[src/rtl/uart_cmd_parser.sv]
// UART command-frame parser: decodes SYNC/CMD/ADDR/DATA/CHK frames into register-bank reads/writes.
// Build option: define UART_CMD_TIMEOUT_EN to abandon partial frames after TIMEOUT_CYCLES idle clocks.
module uart_cmd_parser #(
    parameter int          NREG           = 16,
    parameter logic [7:0]  SYNC           = 8'hA5,
    parameter logic [7:0]  ACK            = 8'h06,
    parameter logic [7:0]  NAK            = 8'h15,
    parameter logic [23:0] TIMEOUT_CYCLES = 24'd5000000
) (
    input  logic                clk,
    input  logic                rst,
    input  logic                rx_done,
    input  logic [7:0]          rx_data,
    input  logic                tx_busy,
    output logic                tx_start,
    output logic [7:0]          tx_data,
    output logic [8*NREG-1:0]   regs_out,
    output logic                wr_strobe,
    output logic [3:0]          wr_addr,
    output logic [7:0]          err_count
);
    localparam int AW = (NREG > 1) ? $clog2(NREG) : 1;

    localparam logic [3:0] S_IDLE   = 4'd0;
    localparam logic [3:0] S_CMD    = 4'd1;
    localparam logic [3:0] S_ADDR   = 4'd2;
    localparam logic [3:0] S_DATA   = 4'd3;
    localparam logic [3:0] S_CHK    = 4'd4;
    localparam logic [3:0] S_EXEC   = 4'd5;
    localparam logic [3:0] S_TX_REQ = 4'd6;
    localparam logic [3:0] S_TX_HI  = 4'd7;
    localparam logic [3:0] S_TX_LO  = 4'd8;

    localparam logic [7:0] CMD_WR = 8'h01;
    localparam logic [7:0] CMD_RD = 8'h02;

    logic [3:0]            state;
    logic                  rx_done_q;
    logic                  byte_vld;
    logic [7:0]            byte_q;
    logic [7:0]            cmd_r, addr_r, data_r, chk_r;
    logic [7:0]            rd_data;
    logic                  rd_pending;
    logic [NREG-1:0][7:0]  regs;
    logic                  in_frame;
    logic                  frame_ok;
    logic                  nak_evt, drop_evt, to_hit;
    logic [9:0]            err_sum;

    assign regs_out = regs;
    assign tx_start = (state == S_TX_REQ) && !tx_busy;
    assign in_frame = (state == S_CMD) || (state == S_ADDR) || (state == S_DATA) || (state == S_CHK);

    assign frame_ok = (chk_r == (cmd_r ^ addr_r ^ data_r))
                   && ((cmd_r == CMD_WR) || (cmd_r == CMD_RD))
                   && (addr_r < 8'(NREG));

    assign nak_evt  = (state == S_EXEC) && !frame_ok;
    assign drop_evt = byte_vld && ((state == S_EXEC) || (state == S_TX_REQ) ||
                                   (state == S_TX_HI) || (state == S_TX_LO));

    // A NAK and a dropped byte can land in the same EXEC cycle; both are counted.
    assign err_sum = {2'b00, err_count} + {9'd0, nak_evt} + {9'd0, drop_evt} + {9'd0, to_hit};

`ifdef UART_CMD_TIMEOUT_EN
    logic [23:0] to_cnt;

    always_ff @(posedge clk) begin
        if (rst || !in_frame || byte_vld)
            to_cnt <= '0;
        else
            to_cnt <= to_cnt + 24'd1;
    end

    assign to_hit = in_frame && !byte_vld && (to_cnt == TIMEOUT_CYCLES);
`else
    logic unused_timeout;
    assign unused_timeout = ^TIMEOUT_CYCLES;
    assign to_hit = 1'b0;
`endif

    always_ff @(posedge clk) begin
        if (rst) begin
            state      <= S_IDLE;
            rx_done_q  <= 1'b0;
            byte_vld   <= 1'b0;
            byte_q     <= '0;
            cmd_r      <= '0;
            addr_r     <= '0;
            data_r     <= '0;
            chk_r      <= '0;
            rd_data    <= '0;
            rd_pending <= 1'b0;
            regs       <= '0;
            tx_data    <= '0;
            wr_strobe  <= 1'b0;
            wr_addr    <= '0;
            err_count  <= '0;
        end else begin
            // Rising edge of rx_done yields exactly one accepted byte, one cycle later.
            rx_done_q <= rx_done;
            byte_vld  <= rx_done && !rx_done_q;
            byte_q    <= rx_data;
            wr_strobe <= 1'b0;
            err_count <= (err_sum > 10'd255) ? 8'hFF : err_sum[7:0];

            case (state)
                S_IDLE: if (byte_vld && byte_q == SYNC) state <= S_CMD;
                S_CMD: begin
                    if (byte_vld) begin
                        cmd_r <= byte_q;
                        state <= S_ADDR;
                    end else if (to_hit) state <= S_IDLE;
                end
                S_ADDR: begin
                    if (byte_vld) begin
                        addr_r <= byte_q;
                        state  <= S_DATA;
                    end else if (to_hit) state <= S_IDLE;
                end
                S_DATA: begin
                    if (byte_vld) begin
                        data_r <= byte_q;
                        state  <= S_CHK;
                    end else if (to_hit) state <= S_IDLE;
                end
                S_CHK: begin
                    if (byte_vld) begin
                        chk_r <= byte_q;
                        state <= S_EXEC;
                    end else if (to_hit) state <= S_IDLE;
                end
                S_EXEC: begin
                    // Read data is captured here so a later write cannot alter an in-flight reply.
                    rd_pending <= frame_ok && (cmd_r == CMD_RD);
                    rd_data    <= regs[addr_r[AW-1:0]];
                    tx_data    <= frame_ok ? ACK : NAK;
                    if (frame_ok && cmd_r == CMD_WR) begin
                        regs[addr_r[AW-1:0]] <= data_r;
                        wr_strobe            <= 1'b1;
                        wr_addr              <= addr_r[3:0];
                    end
                    state <= S_TX_REQ;
                end
                S_TX_REQ: if (!tx_busy) state <= S_TX_HI;
                S_TX_HI:  if (tx_busy)  state <= S_TX_LO;
                S_TX_LO: begin
                    if (!tx_busy) begin
                        if (rd_pending) begin
                            tx_data    <= rd_data;
                            rd_pending <= 1'b0;
                            state      <= S_TX_REQ;
                        end else begin
                            state <= S_IDLE;
                        end
                    end
                end
                default: state <= S_IDLE;
            endcase
        end
    end
endmodule

[config.mk]
export PLATFORM = sky130hd
export DESIGN_NAME = uart_cmd_parser
export DESIGN_NICKNAME = d
export VERILOG_FILES = /design/src/rtl/uart_cmd_parser.sv
export SDC_FILE = /design/constraint.sdc
export NUM_CORES = 1
export LEC_CHECK = 0
export ABC_AREA = 1
export ABC_CLOCK_PERIOD_IN_PS = 5600
export BUFFER_PORTS_ARGS = -buffer_cell sky130_fd_sc_hd__buf_2
export CORE_MARGIN = 2
export CORE_UTILIZATION = 47
export DETAILED_ROUTE_END_ITERATION = 7
export PLACE_DENSITY_LB_ADDON = 0.15
export SLEW_MARGIN = 5
export SYNTH_ARGS = -nofsm -noshare
export SYNTH_HDL_FRONTEND = slang
export SYNTH_SLANG_ARGS = --single-unit
[constraint.sdc]
create_clock -name clk -period 5.6 [get_ports clk]
set_clock_uncertainty 0.05 [all_clocks]
set_input_delay 0.28 -clock clk [delete_from_list [all_inputs] [get_ports clk]]
set_output_delay 0.28 -clock clk [all_outputs]
set_load 0.03 [all_outputs]
==> run metrics <==
Reg2Reg Setup Slack=2.18 ns; Port Buffers=161; share of cells above drive strength 1=16.4%; sequential area share after synthesis=44.4%; most frequent cells in the layout=nor2_1 (315), nand2_1 (248), dfxtp_1 (204); Mapped Cells=1,328; Initial Utilization=47.6%; clock sink total=204; critical path's slowest cell=buf_4; Avg WL per Cell=16.5 um; GRT overflow=0; fin worst setup slack=2.18 ns; largest net degree at the start of global routing=93; critical path class=flip-flop to flip-flop; clock buffer depth=3; synthesized area=0.00920 mm^2; Post-DP HPWL=19,500 um; GPL Wtd Cong=0.840; Cell Pwr Density=310 mW/mm^2; Root Buffer=clkbuf_16; final setup vio count=0; CP Data Required Time=5.94 ns; cell count along the critical path=12; leading area contributor after synthesis=dfxtp_1; hold depth=3; most common cell after layout, fill and taps aside=nor2_1; Area Growth Syn to Fin=18.5%; Detailed Route Iter0 Violations=907; crit share post-route=61.1%; Bufs and invs on worst path=3; Arr. time, crit path=3.76 ns; CTS tree=done; routed vias/inst=5.29; Pleak=4.74 nW; post-synth top area share=44.4%; worst reg-to-reg path cell count=12; CP Cell Sequence=inv_1, nand3_1, nand3_1, nand2_1, nor2_1, nand3_1, nor2_4, buf_4, buf_4, nand3_1, nand2_1, nor2_1; Layout Nets=1,476; Final Hold Fails=0; Num CTS Buffers=23; FMAX=0.292 GHz; Die ar.=0.0207 mm^2; clk_lat worst skew=0.51 ns; Syn Area/Cell=6.93 um^2; max-slew violation count=0; DR DRC count=0; outcome=completed; max_slew headroom=20.2%; DR top layer=met4; H-tree levels=1; drt pass-1 iters=6; cell row count=51; vias in the first global route=8,232; die width=144 um; MaxCap Viol Count=0; Worst-path clk slew=0.06 ns; min Tclk post-route=3.42 ns; via count=9,220; RSZ-0062 raised after global routing=false; CP dominant cell by count=nand3_1; Post-Synthesis Net Count=1,342; Synth area leaders=dfxtp_1 (44%), nor2_1 (13%), nand2_1 (10%); Post-Route M1 WL=12,500 um; fillcell total=1,956; Routed Antenna Nets=0; IO Pins=162; #FFs+latches synth=204; first-pass GRT wire length=44,300 um; crit end category=flip-flop; antenna violations before repair=1; n_diodes=0; Setup TNS=0 ns; CP delay by family, top=buffers and inverters; largest stage delay on the critical path=0.63 ns; Worst Setup Start Kind=flip-flop; Die Y=144 um; met3 wire length=2220 um; VDD IR-drop max=0.254 mV; Pwr Total=0.00338 W; crit path max fanout=69; worst slew pin tran=1.20 ns; core region area=0.0193 mm^2; post-synth cell types=28; Yosys warning count=0; met2 WL=13,400 um; Total Wirelength=28,800 um; Place WS=2.29 ns; Hold Path Class=primary input to flip-flop; Tot GR Track Use=27.3%
==> state kept, by name, indices dropped and copies added, names as in the netlist <==
register / flops
state: 4
wr_addr: 4
byte_q: 8
err_count: 8
byte_vld: 1
regs_out: 128
rd_pending: 1
data_r: 8
tx_data: 8
rd_data: 8
rx_done_q: 1
addr_r: 8
cmd_r: 8
wr_strobe: 1
chk_r: 8
==> metal layers <==
metal,GRT usage (%),vias up
li1,-,4606
met1,37.7,4188
met2,44.2,382
met3,4.00,44
met4,8.10,0
met5,0,-
==> worst register-to-register path: stages, from the launching register on <==
cell,delay [ns]
dfxtp_1,0.31
inv_1,0.54
nand3_1,0.18
nand3_1,0.12
nand2_1,0.07
nor2_1,0.15
nand3_1,0.20
nor2_4,0.13
buf_4,0.57
buf_4,0.65
nand3_1,0.17
nand2_1,0.11
nor2_1,0.05
==> per-stage QoR <==
step | std cells | area (um^2) | util, % | hold slack (ns)
detailed placement | 1693 | 10100 | 52.0 | 0.333
global placement | 1693 | 10100 | 52.0 | 0.329
global route | 1742 | 10900 | 56.4 | 0.0859
CTS | 1742 | 10900 | 56.4 | 0.0515
floorplan | 1328 | 9200 | - | 0.324
finish | 1742 | 10900 | 56.4 | 0.0614
==> cell type report <==
cell class                      count  area, um^2  share of cell area (%)
Multi-Input combinational cell    970        4470                    41.0
Sequential cell                   204        4080                    37.4
Timing Repair Buffer              176         941                    8.62
Clock buffer                       31         656                    6.01
Tap cell                          265         332                    3.04
Inverter                           87         329                    3.02
Clock inverter                      9         100                   0.918
==> cells in the mapped netlist <==
master	count
a211oi_1	5
a21oi_1	89
a22oi_1	65
buf_1	15
buf_2	8
buf_4	1
buf_6	9
clkbuf_1	34
clkinv_1	3
dfxtp_1	204
fa_1	1
ha_1	1
inv_1	69
inv_2	15
nand2_1	248
nand3_1	151
nand3b_1	1
nand4_1	5
nor2_1	316
nor2_2	9
nor2_4	12
nor3_1	12
nor3b_1	1
nor4_1	1
o21ai_0	48
o21ai_1	1
xnor2_1	1
xor2_1	3
==> power by group <==
group          switching, W  internal [W]  total [W]
sequential        0.0000335       0.00149    0.00152
combinational      0.000245      0.000100   0.000345
clock              0.000606      0.000909    0.00152
total              0.000885       0.00250    0.00338
==> cells by family after synthesis <==
group | Yosys count | synth area share [%]
buffers and inverters | 154 | 7.16
adders and majority gates | 2 | 0.353
DFF | 204 | 44.4
and+or+nand+nor | 756 | 34.5
AOI/OAI and AO/OA | 208 | 13.2
xor gates and xnor gates | 4 | 0.381
==> final timing paths <==
check,from,to
min reg2reg,rx_done_q,byte_vld
max reg2reg,data_r[1],regs_out[94]
max,data_r[1],regs_out[94]
min,tx_busy,state[3]
==> what timing repair did <==
action | in CTS | in global routing
hold endpoints to repair | 10 | 0
gates resized for setup | 0 | 0
hold buffers | 9 | 0
buffers inserted | 0 | 0
Power figures use the tool's default switching activity.
